<file path="src/rtl/steer_en_dp.sv">
// steer_en_dp: datapath stage feeding the steering-enable state machine.
// Averages the last four left/right load-cell readings, derives registered
// rider-weight and balance flags, and runs the rider-settle timer.
module steer_en_dp #(
  parameter logic        fast_sim         = 1'b0,
  parameter logic [11:0] MIN_RIDER_WEIGHT = 12'h200,
  parameter logic [11:0] HYSTERESIS       = 12'h040
) (
  input  logic        clk,
  input  logic        rst_n,
  input  logic        vld,
  input  logic [11:0] lft_ld,
  input  logic [11:0] rght_ld,
  input  logic        clr_tmr,
  output logic        tmr_full,
  output logic        sum_gt_min,
  output logic        sum_lt_min,
  output logic        diff_gt_eigth,
  output logic        diff_gt_15_16
);

  // Settle time: 1.3 s at 50 MHz, or a short count for simulation.
  localparam logic [25:0] TC = fast_sim ? 26'd32767 : 26'd64_999_999;

  // Weight hysteresis band edges, widened to the 13-bit sum width.
  localparam logic [12:0] SUM_HI = 13'(MIN_RIDER_WEIGHT) + 13'(HYSTERESIS);
  localparam logic [12:0] SUM_LO = 13'(MIN_RIDER_WEIGHT) - 13'(HYSTERESIS);

  logic [11:0] lft_hist  [4];
  logic [11:0] rght_hist [4];

  logic [13:0] lft_acc;
  logic [13:0] rght_acc;
  logic [11:0] lft_avg;
  logic [11:0] rght_avg;
  logic [12:0] sum;
  logic [11:0] diff;
  logic        gt_nxt;
  logic        lt_nxt;
  logic        d8_nxt;
  logic        d15_nxt;

  logic [25:0] cnt;

  // Per-side 4-deep reading history, shifted only on a valid strobe.
  // NOTE: the history arrays are reset explicitly so a reset discards any
  // partial history; arrays are not cleared by reset unless written here.
  always_ff @(posedge clk or negedge rst_n) begin
    if (!rst_n) begin
      for (int i = 0; i < 4; i++) begin
        lft_hist[i]  <= '0;
        rght_hist[i] <= '0;
      end
    end else if (vld) begin
      // NOTE: non-blocking assignments make every entry shift from its
      // pre-edge value, so the order of these statements does not matter.
      lft_hist[0]  <= lft_ld;
      rght_hist[0] <= rght_ld;
      for (int i = 1; i < 4; i++) begin
        lft_hist[i]  <= lft_hist[i-1];
        rght_hist[i] <= rght_hist[i-1];
      end
    end
  end

  // Moving averages, their sum and absolute difference, and the raw flags.
  always_comb begin
    // NOTE: every output of this block gets a value on every path, so no
    // latches are inferred.
    lft_acc  = 14'(lft_hist[0])  + 14'(lft_hist[1])  +
               14'(lft_hist[2])  + 14'(lft_hist[3]);
    rght_acc = 14'(rght_hist[0]) + 14'(rght_hist[1]) +
               14'(rght_hist[2]) + 14'(rght_hist[3]);
    lft_avg  = lft_acc[13:2];
    rght_avg = rght_acc[13:2];
    sum      = 13'(lft_avg) + 13'(rght_avg);
    diff     = (lft_avg >= rght_avg) ? (lft_avg - rght_avg)
                                     : (rght_avg - lft_avg);
    gt_nxt   = sum > SUM_HI;
    lt_nxt   = sum < SUM_LO;
    d8_nxt   = 13'(diff) > (sum >> 3);
    d15_nxt  = 13'(diff) > (sum - (sum >> 4));
  end

  // Registered flags, refreshed every clock from the current history;
  // reset values match the result for an all-zero history.
  always_ff @(posedge clk or negedge rst_n) begin
    if (!rst_n) begin
      sum_gt_min    <= 1'b0;
      sum_lt_min    <= 1'b1;
      diff_gt_eigth <= 1'b0;
      diff_gt_15_16 <= 1'b0;
    end else begin
      sum_gt_min    <= gt_nxt;
      sum_lt_min    <= lt_nxt;
      diff_gt_eigth <= d8_nxt;
      diff_gt_15_16 <= d15_nxt;
    end
  end

  // Settle timer: clear wins, otherwise count up and saturate at TC.
  always_ff @(posedge clk or negedge rst_n) begin
    if (!rst_n) begin
      cnt <= '0;
    end else if (clr_tmr) begin
      cnt <= '0;
    end else if (cnt < TC) begin
      cnt <= cnt + 26'd1;
    end
  end

  assign tmr_full = (cnt == TC);

endmodule
</file>
<file path="config.mk">
export PLATFORM = sky130hd
export DESIGN_NAME = steer_en_dp
export DESIGN_NICKNAME = d
export VERILOG_FILES = /design/src/rtl/steer_en_dp.sv
export SDC_FILE = /design/constraint.sdc
export NUM_CORES = 1
export LEC_CHECK = 0
export ABC_AREA = 1
export CORE_MARGIN = 2
export CORE_UTILIZATION = 59
export DETAILED_ROUTE_END_ITERATION = 16
export GPL_TIMING_DRIVEN = 0
export PLACE_DENSITY = 0.77
export SLEW_MARGIN = 10
export SYNTH_ARGS = -nofsm -noshare
export SYNTH_HDL_FRONTEND = slang
export SYNTH_SLANG_ARGS = --single-unit
</file>
<file path="constraint.sdc">
create_clock -name clk -period 14 [get_ports clk]
set_input_delay 2.8 -clock clk [delete_from_list [all_inputs] [get_ports clk]]
set_output_delay 2.8 -clock clk [all_outputs]
set_load 0.03 [all_outputs]
</file>
==> flow_summary.ini <==
[timing]
setup_viol = 0
period_share_pct = 48.4
fin_crit_ps = 6780
tns_ps = 0
worst_pin_slew_ps = 800
fmax_mhz = 148
slew_headroom_pct = 46.5
hold_violations = 0
grt_setup_unrepaired = false
drv_slew = 0
skew_ps = 17.1

[layout]
drive_above_1_share_pct = 7.70
syn_to_final_growth_pct = 12.0
diodes = 0
nets = 1571

[logic_synthesis]
synthTopCellsByArea = dfrtp_1 (30%), ha_1 (11%), fa_1 (10%)
synth_edf_count = 0
ys_types = 50
ys_seq_area_share_pct = 30.2
yosysTopAreaCellShare_pct = 30.0
synth_nets = 1520
syn_inst = 1352
yosysMostFrequentCell = nand2_1
yosys_warnings = 0
synth_area_mm2 = 0.0104
ys_top_cells_by_count = nand2_1 (277), inv_1 (271), dfrtp_1 (125), o21ai_0 (122), ha_1 (88)
synth_top_cell_by_area = dfrtp_1
synth_top_flop_cell = dfrtp_1
synth-async-reset-ratio_pct = 100
avgSynthCellArea_um2 = 7.71
ys_ff_latch = 126

[critical_path]
required_ps = 14300
rr_worst_depth = 30
max_stage_delay_ps = 530
worstSetupStartpointType = flip-flop
worstPathArrival_ps = 7080
crit_top_cell = a21oi_1
crit_slowest_cell = fa_1
crit_type = reg -> reg
critPathMaxFanout = 7
cp-end-kind = flip-flop
reg2reg_slack_ps = 7220
timing.rr.start = rght_hist[15]
r2r_end = diff_gt_15_16

[route]
wl_per_cell_um = 15.4
drc = 0
drt_first_pass_iters = 7
viasPerCell = 5.38
drtIter0Drc = 662
routed_wl_mm = 25.3
vias = 8831
ant_nets = 0

[clocking]
ctsResizeCount = 0
clock_latency_ps = 430
clockBufferDepth = 2
tritoncts = done
cts_buffers = 17
cts_setup_buffers = 0
numClockSinks = 126
cts_hold_buf = 0
h-tree-depth = 4
cts_root_buf = clkbuf_16
clk_pin_slew_ps = 70

[global_route]
grtUsageTotal_pct = 28.8
overflow = 0
grt_pass1_wl_mm = 42.0
antenna_found_initial = 0
grt_pass1_vias = 8739
grt_max_degree = 83

[worst_hold_path]
hold_path_end = rght_hist[24]
hp-start = rght_hist[36]
hold_depth = 2
hold_path_class = reg -> reg

[placement]
gp_congestion = 0.939
io_buffers = 31
dp_hpwl_mm = 19.1

[die]
die_w_um = 137
dieArea_mm2 = 0.0188
coreArea_mm2 = 0.0173
die_h_um = 137
start_util_pct = 60.3
boundaryPins = 33
row_count = 48

[run_status]
status = complete, no violations

[job]
maxCapViolations = 0
[how the worst max path moves through the flow]
stage,startpoint,end,slack [ps],cells past startpoint
3_5_place_dp,rght_hist[15],diff_gt_15_16,7360,28
4_1_cts,rght_hist[15],diff_gt_15_16,7310,28
3_3_place_gp,rst_n,diff_gt_eigth,5150,1
5_1_grt,lft_hist[13],diff_gt_15_16,6730,34
6_report,rght_hist[15],diff_gt_15_16,7220,30
2_1_floorplan,rght_hist[15],diff_gt_15_16,8300,41
[through the flow]
step	instances	setup WS [ps]	cell area, um^2	util [%]	hold WS, ps
final	1641	7220	11700	67.5	477
after detailed placement	1609	7360	11000	63.9	466
after global placement	1608	5150	11000	63.7	453
after CTS	1641	7310	11700	67.5	477
after floorplan	1352	8300	10400	-	450
after global routing	1641	6730	11700	67.5	504
[placed cells by master, fill, tap and decap left out, drive strengths merged, types with 3 or more instances in the layout]
cell type / instances
mux2i: 4
xor2: 33
fa: 52
nor2: 71
o21ai: 130
mux2: 3
nor4: 7
nand3: 57
nor3: 26
o21bai: 10
nand2: 306
a21oi: 68
clkbuf: 42
clkdlybuf4s50: 30
inv: 281
buf: 13
o31ai: 4
ha: 88
dfrtp: 125
nand4: 27
bufinv: 3
xnor2: 10
a21boi: 3
clkinv: 5
o211ai: 3
[logic make-up (layout without fill, tap and decap cells)]
family	Yosys count	count (layout)	share of synthesized area (%)
AOI/OAI and AO/OA	228	228	11.9
xor gates and xnor gates	43	43	3.61
adders and majority gates	140	140	20.5
buffers and inverters	311	375	11.6
DFF	126	126	30.2
muxes	7	7	0.744
and+or+nand+nor	497	497	21.4
[layer usage]
layer / GRT usage [%] / vias up / wire, um
met5: 0 / - / 0
met4: 9.45 / 0 / 617
met3: 4.26 / 40 / 1030
met2: 48.4 / 219 / 12300
met1: 38.4 / 4206 / 11300
li1: - / 4366 / -
[flip-flops by register name, indices dropped and copies added (netlist names)]
register / flops
lft_hist: 48
sum_gt_min: 1
diff_gt_eigth: 1
diff_gt_15_16: 1
sum_lt_min: 1
cnt: 26
rght_hist: 48
[critical path, delay by kind of cell (launching register included)]
kind,cells,cell delay [ps]
AOI/OAI and AO/OA,9,1950
buffers and inverters,3,280
DFF,1,390
adders and majority gates,6,2480
xor gates and xnor gates,2,470
and+or+nand+nor,10,1080
[layout make-up]
class / instances / area, um^2
Timing Repair Buffer: 32 / 339
Fill cell: 1440 / 5620
Clock buffer: 19 / 453
Inverter: 277 / 1040
Multi-Input combinational cell: 915 / 6060
Sequential cell: 126 / 3150
Clock inverter: 13 / 175
Buffer: 34 / 171
Tap cell: 225 / 282
Power is left out: the tool's default activity adds up to more than one toggle a clock period on the data nets, which glitch-free logic cannot reach.
